File: config.mk
export PLATFORM = sky130hd
export DESIGN_NAME = pattern_sequencer
export DESIGN_NICKNAME = d
export VERILOG_FILES = /design/src/rtl/pattern_sequencer.sv
export SDC_FILE = /design/constraint.sdc
export NUM_CORES = 1
export LEC_CHECK = 0
export ABC_CLOCK_PERIOD_IN_PS = 1700
export CORE_AREA = 5 5 42 44
export CTS_BUF_LIST = sky130_fd_sc_hd__clkbuf_4
export CTS_CLUSTER_DIAMETER = 50
export CTS_CLUSTER_SIZE = 40
export DETAILED_ROUTE_END_ITERATION = 7
export DIE_AREA = 0 0 47 49
export GPL_TIMING_DRIVEN = 0
export PLACE_DENSITY = 0.69
export SYNTH_ARGS = -nofsm -noshare
export SYNTH_HDL_FRONTEND = slang
export SYNTH_SLANG_ARGS = --single-unit
File: constraint.sdc
create_clock -name clk -period 1.7 [get_ports clk]
set_input_delay 0.17 -clock clk [delete_from_list [all_inputs] [get_ports clk]]
set_output_delay 0.17 -clock clk [all_outputs]
set_load 0.03 [all_outputs]
File: src/rtl/pattern_sequencer.sv
// Two-line pattern generator. A rising edge on start launches one fixed a/b pattern, followed by a single done cycle.
// Define PATSEQ_FAULT_INJ_EN to add the fault_sel port, which requests a pattern with a shortened b-high phase.
module pattern_sequencer #(
   parameter int A_LEN      = 2,
   parameter int B_LOW_LEN  = 3,
   parameter int B_HIGH_LEN = 2,
   parameter int CNT_W      = 4
) (
   input  logic clk,
   input  logic rst_n,
   input  logic start,
   input  logic abort,
`ifdef PATSEQ_FAULT_INJ_EN
   input  logic fault_sel,
`endif
   output logic a,
   output logic b,
   output logic busy,
   output logic done,
   output logic ovr
);

   localparam int B_END   = B_LOW_LEN + B_HIGH_LEN;
   localparam int PAT_LEN = (A_LEN > B_END) ? A_LEN : B_END;

   localparam logic [CNT_W-1:0] LAST_POS    = CNT_W'(PAT_LEN - 1);
   localparam logic [CNT_W-1:0] A_END_POS   = CNT_W'(A_LEN);
   localparam logic [CNT_W-1:0] B_LO_POS    = CNT_W'(B_LOW_LEN);
   localparam logic [CNT_W-1:0] B_END_POS   = CNT_W'(B_END);
   localparam logic [CNT_W-1:0] B_SHORT_POS = CNT_W'(B_END - 1);

   if (A_LEN < 1 || B_LOW_LEN < 1 || B_HIGH_LEN < 2 || PAT_LEN > (1 << CNT_W) - 1) begin : g_param_err
      $error("pattern_sequencer: illegal parameters A_LEN=%0d B_LOW_LEN=%0d B_HIGH_LEN=%0d CNT_W=%0d",
             A_LEN, B_LOW_LEN, B_HIGH_LEN, CNT_W);
   end

   typedef enum logic [1:0] {
      IDLE = 2'd0,
      RUN  = 2'd1,
      DONE = 2'd2
   } state_t;

   state_t           state_q, state_d;
   logic [CNT_W-1:0] pos_q, pos_d;
   logic             start_q;
   logic             a_d, b_d, ovr_d;
   logic             rise, launch;
   logic             launch_short, run_short;

   assign rise   = start & ~start_q;
   // Abort wins over a simultaneous rise in every state, so the rise is simply dropped.
   assign launch = rise & ~abort;

`ifdef PATSEQ_FAULT_INJ_EN
   logic fault_q;

   always_ff @(posedge clk or negedge rst_n) begin
      if (!rst_n)
         fault_q <= 1'b0;
      else if (launch && state_q != RUN)
         fault_q <= fault_sel;
   end

   assign launch_short = fault_sel;
   assign run_short    = fault_q;
`else
   assign launch_short = 1'b0;
   assign run_short    = 1'b0;
`endif

   function automatic logic a_at(input logic [CNT_W-1:0] p);
      a_at = (p < A_END_POS);
   endfunction

   function automatic logic b_at(input logic [CNT_W-1:0] p, input logic short_hi);
      b_at = (p >= B_LO_POS) && (p < (short_hi ? B_SHORT_POS : B_END_POS));
   endfunction

   always_comb begin
      // NOTE: every signal gets a default first so no path through the case can infer a latch.
      state_d = state_q;
      pos_d   = pos_q;
      a_d     = 1'b0;
      b_d     = 1'b0;
      ovr_d   = 1'b0;
      unique case (state_q)
         IDLE, DONE: begin
            state_d = IDLE;
            if (launch) begin
               state_d = RUN;
               pos_d   = '0;
               a_d     = a_at('0);
               b_d     = b_at('0, launch_short);
            end
         end
         RUN: begin
            if (abort) begin
               state_d = IDLE;
               pos_d   = '0;
            end else begin
               ovr_d = rise;
               if (pos_q == LAST_POS) begin
                  state_d = DONE;
               end else begin
                  pos_d = pos_q + 1'b1;
                  a_d   = a_at(pos_d);
                  b_d   = b_at(pos_d, run_short);
               end
            end
         end
         default: state_d = IDLE;
      endcase
   end

   // NOTE: sequential state uses non-blocking assignments so all flops update together at the edge.
   always_ff @(posedge clk or negedge rst_n) begin
      if (!rst_n) begin
         state_q <= IDLE;
         pos_q   <= '0;
         start_q <= 1'b0;
         a       <= 1'b0;
         b       <= 1'b0;
         ovr     <= 1'b0;
      end else begin
         state_q <= state_d;
         pos_q   <= pos_d;
         start_q <= start;
         a       <= a_d;
         b       <= b_d;
         ovr     <= ovr_d;
      end
   end

   assign busy = (state_q == RUN);
   assign done = (state_q == DONE);

endmodule
Word level (Yosys, flattened, before mapping) --
Cells that the tools add are included. Widths: inputs -> output; s select.
Operators by class: add/subtract/negate cells 1, order comparisons 3, eq/ne operators 6, mux-type cells 17, bitwise logic cells 4, reduce and logical (&&, ||, !) cells 5
Operator list (count):
- $mux 4 | 3
- $mux 1 | 9
- $pmux 4 s2 | 1
- $add 4x1->4 const B | 1
- $eq 4x3->1 const B | 1
- $ge 4x2->1 const B | 1
- $lt 4x2->1 const B | 1
- $lt 4x3->1 const B | 1
- $mux 2 | 2
- $pmux 2 s2 | 1
- $ne 3x2->1 const B | 1
- $ne 3x3->1 const B | 1
- $reduce_and 3->1 | 1
- $and 1x1->1 | 2
- $eq 2x1->1 const B | 1
- $eq 2x2->1 const B | 1
- $logic_not 2->1 | 1
- $ne 2x2->1 const B | 1
- $not 1->1 | 2
- $pmux 1 s2 | 1
- $reduce_bool 2->1 | 1
- $reduce_or 2->1 | 1
- $logic_and 1x1->1 | 1
Storage, ports and cells: flip-flop bits (word level) 10, input bits 4, output and inout bits 5, word-level logic and storage cells 42

Depth between registers and ports, before layout --
depth after elaboration 6, mapped depth 5, mapped depth without buffers 5

Least setup slack after synthesis --
No wires, ideal clock.
path type flip-flop to flip-flop, start point register start_q, end point register pos_q[0], setup time 125 ps, data arrival time 1325 ps, required time 1575 ps, path slack 250 ps, cell stages (with the launch flop) 4, path buffers 0, period minus slack after synthesis 1450 ps, cells stage by stage dfrtp_1 or4b_4 o2bb2ai_2 mux2_4
Between the ends: longest elaborated chain between the ends 5
RTL lines:
- start, declared | RTL line 45 | logic start_q;
- start signal, assigned | RTL line 127 | start_q <= start;
- $not 1->1 | RTL line 50 | assign rise = start & ~start_q;
- $and 1x1->1 | RTL line 50
- $and 1x1->1 | RTL line 52 | assign launch = rise & ~abort;
- $ne 2x2->1 (no source line)
- $reduce_and 3->1 (no source line)
- end signal, assigned | RTL line 126 | pos_q <= pos_d;
- end, declared | RTL line 44 | logic [CNT_W-1:0] pos_q, pos_d;
No other way between the ends. A chain may end at the register's enable or synchronous reset.

Worst setup path after layout --
start point register start_q, end point register pos_q[2]
The elaborated chain is that of the path after synthesis.

==> out/results.txt <==
Die X - 47 um
Detailed Route WL - 833 um
Final Power - 506 uW
Cells after Synth - 41
Final Core Density - 0.452
Cell area after layout - 633 um^2
Clk pin slew, worst setup/hold paths - 0.07 ns
Status - complete, no violations
Fmax - 653 MHz
ANT nets after route - 0
CP Max Fanout - 4
Post-place setup slack - -0.0960 ns
Hold Buf Count CTS - 0
Die ar. - 2300 um^2
Remaining Overflow, GRT - 0
Crit Path Category - flop to flop
Final GP Congestion - 0.721
Cell total after placement - 65
CTS tree - done
GR Util met1 - 0.105
Longest Clk Path Bufs - 2
Post-synth EDFFs - 0
Root Buffer - clkbuf_4
Setup Fix Bufs, Post-CTS - 0
Post-synthesis to final-layout area growth - 25.2%
Core area - 1400 um^2
Met3 usage - 0.0221
Post-route setup slack - 0.170 ns
Htree depth - 1
WL/cell - 12.1 um
Yosys cell types - 23
Drt pass-1 iters - 3
Final Hold Vio Count - 0
Final std cells w/o fill - 69
Row cnt - 14
Arrival @ worst endpoint - 1.68 ns
RSZ-0062 raised after global routing - no
Port Buf Inserts - 8
Max-slew violations - 0
Syn Nets - 49
CP Launch Type - flop
Slew @ Worst Pin - 0.446 ns
Most frequent cells in the layout - dfrtp_1 (10), clkdlybuf4s50_1 (6), ha_1 (4)
Clock sinks - 10
Reg2reg setup slack - 0.17 ns
Most common cell after layout, fill and taps aside - dfrtp_1
Residual DRC - 0
Pwr dens - 799 nW/um^2
Synth async-reset ratio - 1.00
Die Y - 49 um
Busiest metal layer after global routing - met2
DP HPWL - 652 um
Antenna violations before repair - 0
Via/cell ratio - 5.22
Leakage power - 0.317 nW
Min Tclk post-route - 1.53 ns
Via count - 360
Initial DRC count - 5
YS warnings - 0
Post-synthesis sequential area ratio - 0.495
Slew headroom - 0.702
Num ports - 9
CTS Buf Count - 3
Antenna diodes - 0
Synth Flop Type - dfrtp_1
Clk Latency, worst-skew pair - 0.27 ns
Hold Path Class - input port to async pin
Nets - 62
# fillers - 140
Share of cells above drive strength 1 - 0.113
Worst path required time - 1.85 ns
Global-route wire length before repair - 1520 um
Flops & latches, synth - 10
Post-cts sizing count - 1
Starting density of the core - 0.361
Placed cell areas - 606 um^2
Worst VDD drop - 0.433 mV
Final Setup Violations - 0
Skew final - 0.00462 ns
Largest net degree at the start of global routing - 11
Max Cap Viol - 0
Met2 usage - 0.145
Post-Syn Area per Cell - 12.3 um^2
Fraction of the cycle the final worst path needs - 0.900
Gr usage total - 0.0934
Number of global-route vias before repair - 380
Synthesized cell area - 505 um^2
Worst setup EP type - flop
-- layer usage --
metal,wire (um),vias to the layer above
met5,0,-
met4,36,0
met2,375,10
li1,-,172
met1,371,173
met3,51,5
-- final timing paths --
path	start	to	cells after the start
worst min-delay path	rst_n	state_q[0]	1
worst max register to register	start_q	pos_q[2]	3
worst min register to register	start_q	ovr	1
max in group asynchronous	rst_n	state_q[1]	1
worst max-delay path	start_q	pos_q[2]	3
min in group clk	start	start_q	1
-- report_power, final --
group	internal (mW)	leakage [nW]	switching (mW)
Combinational	0.0351	0.166	0.0401
Sequential	0.249	0.135	0.0121
Clock	0.0849	0.0154	0.0844
-- sequential cells by signal, indices dropped and copies added (netlist names) --
register,count
state_q,2
b,1
pos_q,4
ovr,1
start_q,1
a,1
-- critical path, stage by stage (launching register included) --
cell	delay, ns
dfrtp_1	0.38
or4b_4	0.55
o2bb2ai_2	0.17
a221o_1	0.30
-- cell type report --
class / instances / area, um^2 / area share
clock buffer: 3 / 22.5 / 0.0356
clock inverter: 1 / 3.75 / 0.00593
inverter: 3 / 11.3 / 0.0178
multi-input combinational: 28 / 244 / 0.385
sequential: 10 / 250 / 0.395
tap: 16 / 20.0 / 0.0316
timing repair buffer: 8 / 81.3 / 0.128
-- metrics by stage --
stage	setup TNS, ns	hold WS, ns
2_1_floorplan	0	-0.126
3_3_place_gp	-0.162	0.423
3_5_place_dp	-0.211	0.428
4_1_cts	0	0.225
5_1_grt	0	0.259
6_report	0	0.212
-- cell usage after synthesis (all sizes together) (2+ instances only) --
| master | n | area (um^2) |
|---|---|---|
| nand2b | 2 | 12.5 |
| nor2 | 2 | 7.51 |
| nor2b | 3 | 18.8 |
| dfrtp | 10 | 250 |
| ha | 4 | 50.1 |
| inv | 3 | 11.3 |
-- cell families (layout without fill, tap and decap cells) --
family          after synthesis  in the layout  synth area share
xor+xnor                      2              2            0.0347
compound gates                5              5             0.104
flops                        10             10             0.495
buf+inv                       3             15            0.0223
simple gates                 15             15             0.196
fa+ha+maj                     4              4            0.0990
mux                           2              2            0.0495
(Power assumes the default switching activity.)
